**src/rtl/mul_64_iter_pkg.sv**
```systemverilog
// Shared types and sizing for the iterative 64x64 multiplier.
// Holds the FSM encoding, the operand width and the number of shift-add steps.
package mul_64_iter_pkg;

  localparam int DATA_W = 64;
  localparam int ITERS  = 64;
  localparam int CNT_W  = $clog2(ITERS);

  typedef enum logic [1:0] {
    IDLE = 2'd0,
    RUN  = 2'd1,
    FIX  = 2'd2
  } state_t;

endpackage

```
**src/rtl/add_64.sv**
```systemverilog
// Combinational 64-bit adder with carry in/out for the shift-add partial sum.
import mul_64_iter_pkg::*;

module add_64 (
  output logic [DATA_W-1:0] sum,
  output logic              c_out,
  input  logic [DATA_W-1:0] a,
  input  logic [DATA_W-1:0] b,
  input  logic              c_in
);

  assign {c_out, sum} = {1'b0, a} + {1'b0, b} + {{DATA_W{1'b0}}, c_in};

endmodule

```
**src/rtl/mul_64_iter.sv**
```systemverilog
// Iterative 64x64 signed/unsigned multiplier, one shift-add step per cycle.
// done pulses 65 edges after the accepted start; hi/lo hold the product until the next start.
import mul_64_iter_pkg::*;

module mul_64_iter (
  input  logic              clk,
  input  logic              rst,
  input  logic              start,
  input  logic              is_signed,
  input  logic [DATA_W-1:0] a,
  input  logic [DATA_W-1:0] b,
  output logic [DATA_W-1:0] hi,
  output logic [DATA_W-1:0] lo,
  output logic              busy,
  output logic              done
);

  state_t              state_q, state_d;
  logic [CNT_W-1:0]    cnt_q, cnt_d;
  logic                neg_q, neg_d;
  logic [DATA_W-1:0]   mcand_q, mcand_d;
  logic [DATA_W-1:0]   hi_q, hi_d;
  logic [DATA_W-1:0]   lo_q, lo_d;
  logic                done_q, done_d;

  logic [DATA_W-1:0]   add_sum;
  logic                add_c;
  logic [DATA_W-1:0]   a_mag, b_mag;
  logic [DATA_W:0]     step;
  logic [2*DATA_W-1:0] prod_neg;

  add_64 u_add (
    .sum   (add_sum),
    .c_out (add_c),
    .a     (hi_q),
    .b     (mcand_q),
    .c_in  (1'b0)
  );

  // Two's-complement magnitude; -2^63 maps to the unsigned value 2^63.
  assign a_mag    = (is_signed && a[DATA_W-1]) ? (~a + DATA_W'(1)) : a;
  assign b_mag    = (is_signed && b[DATA_W-1]) ? (~b + DATA_W'(1)) : b;
  assign step     = lo_q[0] ? {add_c, add_sum} : {1'b0, hi_q};
  assign prod_neg = ~{hi_q, lo_q} + (2*DATA_W)'(1);

  always_comb begin
    state_d = state_q;
    cnt_d   = cnt_q;
    neg_d   = neg_q;
    mcand_d = mcand_q;
    hi_d    = hi_q;
    lo_d    = lo_q;
    done_d  = 1'b0;
    case (state_q)
      IDLE: begin
        if (start) begin
          mcand_d = a_mag;
          lo_d    = b_mag;
          hi_d    = '0;
          neg_d   = is_signed & (a[DATA_W-1] ^ b[DATA_W-1]);
          cnt_d   = '0;
          state_d = RUN;
        end
      end
      RUN: begin
        hi_d  = step[DATA_W:1];
        lo_d  = {step[0], lo_q[DATA_W-1:1]};
        cnt_d = cnt_q + CNT_W'(1);
        if (cnt_q == CNT_W'(ITERS - 1)) begin
          state_d = FIX;
        end
      end
      FIX: begin
        if (neg_q) begin
          {hi_d, lo_d} = prod_neg;
        end
        done_d  = 1'b1;
        state_d = IDLE;
      end
      default: state_d = IDLE;
    endcase
  end

  always_ff @(posedge clk or posedge rst) begin
    if (rst) begin
      state_q <= IDLE;
      cnt_q   <= '0;
      neg_q   <= 1'b0;
      mcand_q <= '0;
      hi_q    <= '0;
      lo_q    <= '0;
      done_q  <= 1'b0;
    end else begin
      state_q <= state_d;
      cnt_q   <= cnt_d;
      neg_q   <= neg_d;
      mcand_q <= mcand_d;
      hi_q    <= hi_d;
      lo_q    <= lo_d;
      done_q  <= done_d;
    end
  end

  assign hi   = hi_q;
  assign lo   = lo_q;
  assign busy = (state_q != IDLE);
  assign done = done_q;

endmodule

```
**config.mk**
```make
export PLATFORM = sky130hd
export DESIGN_NAME = mul_64_iter
export DESIGN_NICKNAME = d
export VERILOG_FILES = /design/src/rtl/mul_64_iter_pkg.sv /design/src/rtl/add_64.sv /design/src/rtl/mul_64_iter.sv
export SDC_FILE = /design/constraint.sdc
export NUM_CORES = 1
export LEC_CHECK = 0
export CAP_MARGIN = 10
export CORE_ASPECT_RATIO = 1.2
export CORE_MARGIN = 5
export CORE_UTILIZATION = 30
export DETAILED_ROUTE_END_ITERATION = 6
export GPL_TIMING_DRIVEN = 0
export PLACE_DENSITY_LB_ADDON = 0.08
export SKIP_LAST_GASP = 1
export SLEW_MARGIN = 20
export SYNTH_ARGS = -nofsm -noshare
export SYNTH_HDL_FRONTEND = slang
export SYNTH_SLANG_ARGS = --single-unit
```
**constraint.sdc**
```tcl
create_clock -name clk -period 21.8 [get_ports clk]
set_clock_uncertainty 0.2 [all_clocks]
set_input_delay 4.36 -clock clk [delete_from_list [all_inputs] [get_ports clk]]
set_output_delay 4.36 -clock clk [all_outputs]
set_load 0.005 [all_outputs]
```
==> results.py <==
metrics = {
    "worst_setup_path": {
        "crit_fanout": 8,
        "endpoint_kind": "flop",
        "required_ns": 21.99,
        "critPathArrivalTime_ns": 8.77,
        "worst-setup-path-type": "input port to flop",
        "slowest_stage": "nor4_1",
        "r2r-end": "hi[56]",
        "worstReg2RegStart": "lo[0]",
        "worstPathCellList": "clkdlybuf4s50_1 -> nor4_1 -> nand4b_1 -> nor3b_1 -> nand2_1 -> nor4_1 -> nand2_1 -> nor3_1 -> a21oi_1 -> xnor2_1 -> o21ai_0",
        "crit_path_start": "a[4]",
        "cp-endpoint": "mcand_q[60]",
        "critPathLaunchType": "input port",
        "max_stage_delay_ns": 0.68,
        "reg2regPathDepth": 14,
        "ff2ff_setup_slack_ns": 16.57,
    },
    "timing": {
        "finalMaxSlewViolations": 0,
        "slew-limit-headroom_pct": 25.1,
        "setup_viol": 0,
        "period_needed_ns": 8.59,
        "hold_viol": 0,
        "setup_tns_ns": 0,
        "finalCritPeriodShare_pct": 39.4,
        "fmax_ghz": 0.116,
        "rsz0062_at_grt": "false",
        "worst_slew_pin_slew_ns": 1.12,
    },
    "floorplanning": {
        "ioPinCount": 262,
        "rows": 99,
        "core_um2": 60600,
        "die_x_um": 235,
        "start_util_pct": 30.2,
        "die_h_um": 281,
        "dieArea_um2": 66000,
    },
    "cts": {
        "htreeDepth": 1,
        "cts_sinks": 202,
        "cts_resized": 0,
        "cts_tree": "built",
        "cts.path.max_buffers": 3,
        "postCtsSetupBuffers": 0,
        "hold_buffers": 0,
        "clockRootBuffer": "clkbuf_16",
        "cts_buffers": 26,
        "insertion_delay_ns": 0.57,
        "clk_pin_slew_ns": 0.06,
    },
    "placed_design": {
        "place_congestion": 0.911,
        "place_area_um2": 22000,
        "port-buffer-count": 261,
        "dp.final_hpwl_um": 69700,
    },
    "cells_and_area": {
        "fin_area_um2": 22800,
        "fillers": 6377,
        "nets": 2943,
        "fin_util_pct": 37.7,
        "antennaDiodeCount": 0,
        "drive_gt1_share_pct": 2.87,
        "syn2layout_area_growth_pct": 24.9,
    },
    "detailed_routing": {
        "wl_per_cell_um": 24.9,
        "vias": 20600,
        "wirelength_um": 88800,
        "drt_iter0_markers": 1758,
        "drt_first_pass_iters": 5,
        "final_antenna_net_count": 0,
        "drcViolationCount": 0,
        "viasPerCell": 5.77,
    },
    "synthesis": {
        "yosys_warnings": 0,
        "synth_edf_count": 0,
        "synthTopCellsByArea": "dfrtp_1 28%, o21ai_0 7.2%, a21oi_1 7.1%",
        "synth_cell_types": 83,
        "syn_area_um2": 18300,
        "async_flop_share_pct": 100,
        "synth_top_area_share_pct": 27.6,
        "syn_avg_cell_area_um2": 7.48,
        "syn-num-nets": 2652,
        "synth_common_cells": "310 x nand2_1, 262 x o21ai_0, 258 x a21oi_1",
        "ys_ff_latch": 202,
        "synth_ff_type": "dfrtp_1",
        "synth.largest_area_cell": "dfrtp_1",
        "synthesis.instances": 2447,
        "ys_seq_area_share_pct": 27.6,
        "synthMostInstantiatedCell": "nand2_1",
    },
    "global_route": {
        "grt_first_pass_wirelength_um": 131000,
        "antenna_found_initial": 1,
        "grt_pass1_vias": 20200,
        "overflow": 0,
        "grt_usage_pct": 25.5,
        "grt_max_degree": 87,
    },
    "power": {
        "p_leak_nw": 8.85,
        "p_per_area_nw_per_um2": 125,
        "finalPower_mw": 2.85,
        "peakVddDrop_v": 0.0000664,
    },
    "run_status": {
        "status": "completed",
    },
    "flow_run": {
        "maxCapViolCount": 0,
    },
    "hold_path": {
        "whs_path_depth": 2,
        "worstHoldPathType": "flop to flop",
    },
}
[state kept, by name, summed over array words and instances, names as in the netlist]
| name | count |
|---|---|
| hi | 64 |
| lo | 64 |
| mcand_q | 64 |
| cnt_q | 6 |
| state_q | 2 |
| done | 1 |
| neg_q | 1 |
[kinds of logic after synthesis]
logic type | Yosys count | share of synthesized area [%]
buf+inv | 220 | 4.58
fa+ha+maj | 73 | 5.03
xor+xnor | 194 | 9.29
mux | 29 | 1.63
compound gates | 860 | 29.1
flops | 202 | 27.6
simple gates | 869 | 22.7
[layout by cell type, fill, tap and decap left out, drive strengths merged, types with 11 or more instances in the layout]
cell type | synthesis | routed
a211oi | 21 | 21
a21o | 38 | 38
a21oi | 258 | 258
a221oi | 49 | 49
a22oi | 13 | 13
a31oi | 19 | 19
buf | 15 | 17
clkbuf | 137 | 174
clkdlybuf4s50 | 0 | 261
dfrtp | 202 | 202
ha | 72 | 72
inv | 67 | 67
mux2i | 22 | 22
nand2 | 310 | 310
nand2b | 18 | 18
nand3 | 42 | 42
nand4 | 41 | 41
nor2 | 178 | 178
nor3 | 118 | 118
nor4 | 37 | 37
o211ai | 11 | 11
o21a | 15 | 15
o21ai | 266 | 266
o21bai | 15 | 15
o31ai | 45 | 45
o41ai | 12 | 12
or3 | 42 | 42
or4 | 31 | 31
xnor2 | 95 | 95
xor2 | 99 | 99
[how the worst min path moves through the flow]
stage	from	to	slack, ns
after global routing	mcand_q[23]	mcand_q[23]	0.32
after global placement	neg_q	neg_q	0.26
final	neg_q	neg_q	0.28
after detailed placement	neg_q	neg_q	0.27
after floorplan	neg_q	neg_q	0.24
after CTS	neg_q	neg_q	0.28
[routing by layer]
metal / track usage, % / wire, um / vias to the layer above
met3: 3.34 / 5390 / 178
met5: 0 / 13 / -
met1: 32.4 / 37000 / 9858
met2: 44.0 / 42500 / 855
li1: - / - / 9659
met4: 10.5 / 3850 / 2
[through the flow]
stage                     hold WS (ns)  std cells  worst slack (ns)
after global routing             0.315       3562             12.89
final                            0.277       3562             13.21
after global placement           0.263       3516              8.21
after floorplan                  0.240       2447             11.73
after detailed placement         0.266       3518             12.72
after CTS                        0.279       3562             13.28
[layout make-up]
class	count	area, um2	share of cell area (%)
Buffer	152	583	2.55
Multi-Input combinational cell	2025	12400	54.3
Timing Repair Buffer	263	2670	11.7
Sequential cell	202	5050	22.1
Tap cell	808	1010	4.43
Clock inverter	7	113	0.493
Clock buffer	37	743	3.25
Inverter	68	263	1.15
[report_power, final]
| part | switching [mW] | total [mW] | internal [mW] |
|---|---|---|---|
| logic | 0.996 | 1.61 | 0.616 |
| registers | 0.259 | 0.786 | 0.527 |
| clock network | 0.182 | 0.452 | 0.270 |
[worst max-delay path: cells and delay by family]
kind	cells	cell delay, ns
buffers and inverters	1	0.45
AO/OA/AOI/OAI	2	0.28
XOR/XNOR	1	0.27
AND/OR/NAND/NOR	7	3.40
Note: power is estimated with default switching activity, not from simulation.
